File: src/rtl/vga_timing_compositor.sv
// VGA timing generator and 3-layer priority compositor, clocked from the system clock
// with an internal pixel-rate enable; RGB and sync are registered one pixel late.
module vga_timing_compositor #(
    parameter int          H_DISP   = 640,
    parameter int          H_FP     = 16,
    parameter int          H_SYNC   = 96,
    parameter int          H_BP     = 48,
    parameter int          V_DISP   = 480,
    parameter int          V_FP     = 10,
    parameter int          V_SYNC   = 2,
    parameter int          V_BP     = 33,
    parameter int          CLK_DIV  = 4,
    parameter logic [11:0] BG_COLOR = 12'h000
) (
    input  logic        clk,
    input  logic        rst,
    input  logic [2:0]  layer_on,
    input  logic [11:0] layer0_pixel,
    input  logic [11:0] layer1_pixel,
    input  logic [11:0] layer2_pixel,
    output logic        pix_tick,
    output logic [9:0]  h_cnt,
    output logic [9:0]  v_cnt,
    output logic        valid,
    output logic        hsync,
    output logic        vsync,
    output logic [3:0]  vga_red,
    output logic [3:0]  vga_green,
    output logic [3:0]  vga_blue,
    output logic        frame_start,
    output logic [15:0] frame_cnt
);

    localparam int H_TOTAL = H_DISP + H_FP + H_SYNC + H_BP;
    localparam int V_TOTAL = V_DISP + V_FP + V_SYNC + V_BP;
    localparam int DIV_W   = (CLK_DIV > 1) ? $clog2(CLK_DIV) : 1;

    localparam logic [DIV_W-1:0] DIV_LAST = DIV_W'(CLK_DIV - 1);
    localparam logic [9:0] H_LAST   = 10'(H_TOTAL - 1);
    localparam logic [9:0] V_LAST   = 10'(V_TOTAL - 1);
    localparam logic [9:0] H_VIS    = 10'(H_DISP);
    localparam logic [9:0] V_VIS    = 10'(V_DISP);
    localparam logic [9:0] HS_BEG   = 10'(H_DISP + H_FP);
    localparam logic [9:0] HS_END   = 10'(H_DISP + H_FP + H_SYNC);
    localparam logic [9:0] VS_BEG   = 10'(V_DISP + V_FP);
    localparam logic [9:0] VS_END   = 10'(V_DISP + V_FP + V_SYNC);

    logic [DIV_W-1:0] div_q, div_d;
    logic [9:0]       h_q, h_d, v_q, v_d;
    logic [15:0]      fcnt_q, fcnt_d;
    logic [11:0]      rgb_q, rgb_d;
    logic             hs_q, vs_q;
    logic             hs_raw_n, vs_raw_n;
    logic             h_end, v_end;

    // Lowest set bit of layer_on wins; nothing on shows the background.
    function automatic logic [11:0] pick_layer(input logic [2:0]  on,
                                               input logic [11:0] p0,
                                               input logic [11:0] p1,
                                               input logic [11:0] p2);
        logic [11:0] res;
        res = BG_COLOR;
        if (on[0])      res = p0;
        else if (on[1]) res = p1;
        else if (on[2]) res = p2;
        return res;
    endfunction

    assign pix_tick    = (div_q == DIV_LAST);
    assign h_end       = (h_q == H_LAST);
    assign v_end       = (v_q == V_LAST);
    assign valid       = (h_q < H_VIS) && (v_q < V_VIS);
    assign frame_start = pix_tick && h_end && v_end;
    assign hs_raw_n    = !((h_q >= HS_BEG) && (h_q < HS_END));
    assign vs_raw_n    = !((v_q >= VS_BEG) && (v_q < VS_END));

    always_comb begin
        div_d  = pix_tick ? '0 : div_q + 1'b1;
        h_d    = h_q;
        v_d    = v_q;
        fcnt_d = fcnt_q;
        rgb_d  = valid ? pick_layer(layer_on, layer0_pixel, layer1_pixel, layer2_pixel)
                       : 12'h000;
        if (pix_tick) begin
            h_d = h_end ? 10'd0 : h_q + 10'd1;
            if (h_end) begin
                v_d = v_end ? 10'd0 : v_q + 10'd1;
                if (v_end) fcnt_d = fcnt_q + 16'd1;
            end
        end
    end

    // Sync and colour sample the pre-advance position, giving one pixel of latency.
    always_ff @(posedge clk or posedge rst) begin
        if (rst) begin
            div_q  <= '0;
            h_q    <= '0;
            v_q    <= '0;
            fcnt_q <= '0;
            hs_q   <= 1'b1;
            vs_q   <= 1'b1;
            rgb_q  <= '0;
        end else begin
            div_q  <= div_d;
            h_q    <= h_d;
            v_q    <= v_d;
            fcnt_q <= fcnt_d;
            if (pix_tick) begin
                hs_q  <= hs_raw_n;
                vs_q  <= vs_raw_n;
                rgb_q <= rgb_d;
            end
        end
    end

    assign h_cnt     = h_q;
    assign v_cnt     = v_q;
    assign frame_cnt = fcnt_q;
    assign hsync     = hs_q;
    assign vsync     = vs_q;
    assign vga_red   = rgb_q[11:8];
    assign vga_green = rgb_q[7:4];
    assign vga_blue  = rgb_q[3:0];

endmodule

File: config.mk
export PLATFORM = sky130hd
export DESIGN_NAME = vga_timing_compositor
export DESIGN_NICKNAME = d
export VERILOG_FILES = /design/src/rtl/vga_timing_compositor.sv
export SDC_FILE = /design/constraint.sdc
export NUM_CORES = 1
export LEC_CHECK = 0
export ABC_AREA = 1
export BUFFER_PORTS_ARGS = -buffer_cell sky130_fd_sc_hd__buf_2
export CAP_MARGIN = 20
export CORE_UTILIZATION = 51
export DETAILED_ROUTE_END_ITERATION = 8
export HOLD_SLACK_MARGIN = 0.06
export PLACE_DENSITY_LB_ADDON = 0.2
export SLEW_MARGIN = 20
export SYNTH_ARGS = -nofsm -noshare
export SYNTH_HDL_FRONTEND = slang
export SYNTH_SLANG_ARGS = --single-unit
export TNS_END_PERCENT = 30
File: constraint.sdc
create_clock -name clk -period 1.9 [get_ports clk]
set_input_delay 0.095 -clock clk [delete_from_list [all_inputs] [get_ports clk]]
set_output_delay 0.095 -clock clk [all_outputs]
set_load 0.03 [all_outputs]
==> impl_metrics.json, run 1 <==
{
  "status": "completed",
  "cp_top_family": "simple AND/OR/NAND/NOR gates",
  "path_buf_inv": 2,
  "rsz0062_at_grt": "yes",
  "die_h_um": 78.9,
  "hold_viol": 0,
  "cp_num_cells": 7,
  "critPathMaxFanout": 6,
  "wl_per_cell_um": 12.3,
  "place_ws_ns": 0.188,
  "drt_iter0_markers": 101,
  "vias_per_cell": 5.11,
  "grt_pass1_wl_um": 12200,
  "cp_slowest_cell": "dfrtp_1",
  "drc_errors": 0,
  "grt_start_max_net_pins": 30,
  "worst_setup_path_start_kind": "flop",
  "clock_latency_ns": 0.31,
  "yosys_register_bits": 52,
  "crit_arrival_ns": 1.73,
  "power.density_nw_per_um2": 570,
  "htreeDepth": 2,
  "initial_core_util_pct": 53.8,
  "cts_tree": "built",
  "crit_type": "flop to primary output",
  "holdWs_ns": 0.0735,
  "antenna_found_initial": 0,
  "crit_path_start": "v_cnt[0]$_DFFE_PP0P_",
  "worstReg2RegStart": "v_cnt[0]$_DFFE_PP0P_",
  "dieWidth_um": 78.9,
  "vias": 2902,
  "synthesis.area_um2": 3020,
  "drive_above_1_share_pct": 26.0,
  "nets": 542,
  "worstRegToRegCells": 10,
  "antenna_left": 0,
  "clock_skew_ns": 0.00626,
  "crit_chain": "inv_1 > ha_1 > nand2_1 > nor2_1 > nand4_4 > nor2_8 > clkbuf_4",
  "cts-buffers-inserted": 5,
  "yosysUniqueCellTypes": 34,
  "place_congestion": 0.828,
  "dieArea_um2": 6220,
  "required_ns": 1.80,
  "rows": 27,
  "cts-root-buf": "clkbuf_8",
  "power_uw": 2110,
  "critPathCapture": "frame_start",
  "max-vdd-ir-drop_uv": 419,
  "hpwlAfterDp_um": 5110,
  "placed_cells": 555,
  "cts.path.max_buffers": 2,
  "grt_pass1_vias": 2769,
  "grt-ovfl-total": 0,
  "hp-class": "input pin to flop",
  "areaGrowthSynthToFinish_pct": 22.7,
  "min_period_over_period_pct": 96.1,
  "num_antenna_cells": 0,
  "min_period_ns": 1.83,
  "r2r_slack_ns": 0.16,
  "ys_top_cells_by_area": "dfrtp_1 41%, nand2_1 16%, o21ai_0 7.0%, inv_1 4.5%, nor2_1 4.4%",
  "grt_use_total_pct": 24.5,
  "slew_viol_final": 0,
  "tns_ns": 0,
  "final_cell_mix": "130 x nand2_1, 92 x buf_2, 50 x dfrtp_1",
  "synth-seq-area-share_pct": 43.2,
  "port_buffers": 93,
  "yosysTopAreaCell": "dfrtp_1",
  "final_cell_count_no_fill": 568,
  "synth_warnings": 0,
  "path_clk_slew_ns": 0.10,
  "r2r_end": "frame_cnt[6]$_DFFE_PP0P_",
  "io_pins": 94,
  "setup_viol": 0,
  "max_slew_margin_pct": 64.1,
  "clkSinkCount": 52,
  "worst_setup_path_end_kind": "primary output",
  "core-area_um2": 5610,
  "drt-total-wl_um": 7000,
  "final_common_cell": "nand2_1",
  "max_freq_mhz": 548,
  "power.leakage_uw": 0.00199,
  "slowest_delay_ns": 0.43,
  "worst_slack_ns": 0.0740,
  "synth_top_area_share_pct": 41.5,
  "synth.net_count": 444,
  "syn_avg_cell_area_um2": 7.60,
  "first_pass_iters": 4,
  "drv_cap": 0,
  "syn_inst": 397,
  "tightest_slew_ns": 0.537
}
## registers in the layout, summed over array words and instances, names as in the netlist
register,flops
frame_cnt,16
vsync,1
v_cnt,10
rgb_q,12
hsync,1
div_q,2
h_cnt,10
## cell usage after synthesis
cell type  instances
nor2_4             2
clkbuf_2           1
ha_1               6
or2_2              1
buf_2              3
xnor2_1            7
a31o_2             1
nand2_1          130
buf_4              1
o22ai_1            1
inv_2              1
inv_1             36
nand4_1            8
clkbuf_1           5
buf_8              1
nand4_4            2
o21ai_2            3
nor2_2             1
nand2_4            1
a31oi_1            1
nor4_1             1
nand2_2            1
dfstp_2            2
buf_6              1
nand3b_1           2
nor3_1             5
o21ai_0           42
nor2_8             2
xor2_1             6
dfrtp_1           50
nand3_1           23
nand3_4            1
a21oi_1           14
nor2_1            35
## worst register-to-register path, cell delays in order (launching register included)
cell	delay [ns]
dfrtp_1	0.43
inv_1	0.11
ha_1	0.15
nand2_1	0.05
nor2_1	0.16
nand4_4	0.18
buf_4	0.19
inv_1	0.08
nand2_4	0.12
nand2_1	0.08
o21ai_0	0.08
## per-stage QoR
| step | utilization (%) | area [um^2] |
|---|---|---|
| after floorplan | - | 3020 |
| after global placement | 63.3 | 3550 |
| after detailed placement | 63.3 | 3550 |
| after CTS | 65.5 | 3670 |
| after global routing | 66.0 | 3700 |
| final | 66.0 | 3700 |
## routing by layer
metal  GRT usage [%]  share of wire, %
met1            31.4                47
met2            43.2                49
met3            4.02               3.6
met4            5.27              0.69
met5               0                 0
## worst min path at each step
stage / start / endpoint / slack [ns] / cells past startpoint
4_1_cts: layer0_pixel[9] / rgb_q[9]$_DFFE_PP0P_ / 0.07 / 3
3_3_place_gp: rst / rgb_q[5]$_DFFE_PP0P_ / 0.16 / 2
3_5_place_dp: rst / rgb_q[2]$_DFFE_PP0P_ / 0.17 / 2
6_report: layer0_pixel[8] / rgb_q[8]$_DFFE_PP0P_ / 0.07 / 3
5_1_grt: layer0_pixel[7] / rgb_q[7]$_DFFE_PP0P_ / 0.09 / 3
2_1_floorplan: layer0_pixel[0] / rgb_q[0]$_DFFE_PP0P_ / 0.30 / 2
## power by group
group	switching (uW)	internal, uW
Combinational	126	74.4
Sequential	11.8	1130
Clock	379	392
Total	516	1590
## logic make-up after synthesis
family                   after synthesis  share of synthesized area [%]
AND/OR/NAND/NOR                      215                           32.6
buffers and inverters                 49                           7.01
adder cells (fa/ha/maj)                6                           2.49
AO/OA/AOI/OAI                         62                           10.9
XOR/XNOR                              13                           3.78
flip-flops                            52                           43.2
## area by class of cell
type,count,area (um^2)
Clock buffer,6,72.6
Tap cell,72,90.1
Multi-Input combinational cell,296,1500
Inverter,37,139
Fill cell,525,1910
Sequential cell,52,1300
Clock inverter,2,35.0
Timing Repair Buffer,103,558
## what timing repair did
item	in CTS	in global routing
setup endpoints to repair	1	3
resized for setup	0	2
hold buffers	1	0
pin swaps	1	0
endpoints found under the hold margin	22	0
setup buffers	1	3
No activity file was read; power rests on OpenSTA's default activity.
==> run 2, diff against run 1 <==
--- a/config.mk
+++ b/config.mk
@@ -6,10 +6,11 @@
 export NUM_CORES = 1
 export LEC_CHECK = 0
 export ABC_AREA = 1
-export BUFFER_PORTS_ARGS = -buffer_cell sky130_fd_sc_hd__buf_2
 export CAP_MARGIN = 20
-export CORE_UTILIZATION = 51
+export CORE_UTILIZATION = 63
+export CTS_CLUSTER_DIAMETER = 40
 export DETAILED_ROUTE_END_ITERATION = 8
+export DONT_BUFFER_PORTS = 1
 export HOLD_SLACK_MARGIN = 0.06
 export PLACE_DENSITY_LB_ADDON = 0.2
 export SLEW_MARGIN = 20
==> run 2 against run 1 <==
  * The flow now finishes with violations (design-rule violations)
  * Critical path depth unchanged
  * Count of clock-buffer cells in the layout grew 1
  * Worst setup slack worse by 0.038 ns
  * Clock power is 8.6% higher
  * Non-clock buffer count down 40
  * Critical path type unchanged
  * Via count rose by 1.6%
  * Combinational power fell by 31%
  * Largest power group unchanged
  * Sequential power rose by 4%
  * Core utilization grew 17 points
  * Largest cell class unchanged
  * Fmax decreased by 2.0%
==> impl_metrics.json, run 2 (synthesized netlist as in run 1, its figures left out) <==
{
  "status": "complete, but fails checks",
  "violations": "design-rule violations",
  "critPathMaxFanout": 3,
  "drt_iter0_markers": 207,
  "path_buf_inv": 2,
  "antenna_left": 0,
  "port_buffers": 0,
  "worst_setup_path_start_kind": "flop",
  "dieWidth_um": 71.2,
  "slew_viol_final": 0,
  "io_pins": 94,
  "final_common_cell": "nand2_1",
  "fillerInstances": 273,
  "clkSinkCount": 52,
  "die_h_um": 71.2,
  "crit_type": "flop to primary output",
  "r2r_slack_ns": 0.15,
  "worst_setup_path_end_kind": "primary output",
  "nets": 502,
  "drive_above_1_share_pct": 15.4,
  "htreeDepth": 2,
  "crit_chain": "inv_2 > ha_1 > nand2_1 > nor2_2 > nand4_4 > nor2_8 > buf_12",
  "drc_errors": 3,
  "grt_use_total_pct": 33.6,
  "power.leakage_uw": 0.00183,
  "cts-root-buf": "clkbuf_8",
  "grt_pass1_vias": 2997,
  "setup_viol": 0,
  "path_clk_slew_ns": 0.09,
  "drv_cap": 0,
  "max_slew_margin_pct": 52.7,
  "final_cell_mix": "130 x nand2_1, 49 x dfrtp_1, 42 x o21ai_0",
  "antenna_found_initial": 0,
  "crit_arrival_ns": 1.77,
  "areaGrowthSynthToFinish_pct": 22.8,
  "placed_cells": 472,
  "vias": 2949,
  "tns_ns": 0,
  "cp_slowest_cell": "dfrtp_2",
  "place_congestion": 0.878,
  "min_period_over_period_pct": 98.1,
  "final_cell_count_no_fill": 508,
  "grt_pass1_wl_um": 13100,
  "wl_per_cell_um": 15.4,
  "power.density_nw_per_um2": 586,
  "required_ns": 1.80,
  "grt-ovfl-total": 0,
  "slowest_delay_ns": 0.50,
  "first_pass_iters": 7,
  "grt_start_max_net_pins": 30,
  "clock_skew_ns": 0.0123,
  "vias_per_cell": 5.81,
  "cts_tree": "built",
  "largest_register_ffs": 16,
  "cts-buffers-inserted": 5,
  "hp-class": "input pin to flop",
  "core-area_um2": 4470,
  "max-vdd-ir-drop_uv": 564,
  "clock_latency_ns": 0.31,
  "hpwlAfterDp_um": 5030,
  "num_antenna_cells": 0,
  "drt-total-wl_um": 7850,
  "min_period_ns": 1.86,
  "tightest_slew_ns": 0.707,
  "initial_core_util_pct": 67.4,
  "dieArea_um2": 5070,
  "rows": 24,
  "cp_top_family": "simple AND/OR/NAND/NOR gates",
  "max_freq_mhz": 536,
  "hold_viol": 0,
  "cts.path.max_buffers": 2
}
run 2: tightest hold or removal path: cells and delay by family:
family | cells | cell delay (ns)
AO/OA/AOI/OAI | 2 | 0.14
AND/OR/NAND/NOR | 2 | 0.12
run 2: worst paths after layout:
check / startpoint / endpoint / depth (start not counted)
max: v_cnt[0]$_DFFE_PP0P_ / frame_start / 7
min: layer2_pixel[11] / rgb_q[11]$_DFFE_PP0P_ / 4
max reg2reg: v_cnt[0]$_DFFE_PP0P_ / frame_cnt[12]$_DFFE_PP0P_ / 9
min reg2reg: div_q[0]$_DFF_PP0_ / div_q[0]$_DFF_PP0_ / 1
max in group asynchronous: rst / vsync$_DFFE_PP1P_ / 3
min in group asynchronous: rst / h_cnt[3]$_DFFE_PP0P_ / 2
run 2: area by class of cell:
type                    count  area (um^2)  share of cell area [%]
inverters                  37          139                    3.75
flip-flops and latches     52         1310                    35.2
multi-input cells         296         1510                    40.7
repair buffers             63          562                    15.2
clock buffers               7         96.3                    2.60
clock inverters             1         30.0                   0.811
well taps                  52         65.1                    1.76
run 2: what timing repair did:
item | 4_1_cts | 5_1_grt
hold endpoints to repair | 35 | 0
hold buffers | 24 | 0
setup endpoints to repair | 1 | 11
setup buffers | 2 | 2
pin swaps | 2 | 4
resized for setup | 1 | 4
run 2: through the flow:
step	total power (uW)	util (%)	setup slack (ns)	hold WS, ns	instance area, um^2
2_1_floorplan	1270	-	0.135	0.297	3020
3_3_place_gp	1290	73.7	0.167	0.0462	3300
3_5_place_dp	1300	73.7	0.0624	0.0456	3300
4_1_cts	2170	82.2	0.0179	0.0716	3680
5_1_grt	2220	82.7	-0.0424	0.0922	3700
6_report	2170	82.7	0.0360	0.0842	3700
run 2: power breakdown:
group | internal [uW] | total, uW | switching (uW)
sequential | 1130 | 1190 | 65.5
clock | 465 | 837 | 371
combinational | 71.5 | 139 | 67.7
total | 1660 | 2170 | 505
run 2: metal layers:
layer | wire length, um | vias to the layer above | track usage, %
met5 | 0 | - | 0
li1 | - | 1389 | -
met3 | 558 | 33 | 8.40
met1 | 3140 | 1367 | 38.5
met4 | 313 | 0 | 21.8
met2 | 3840 | 160 | 55.9
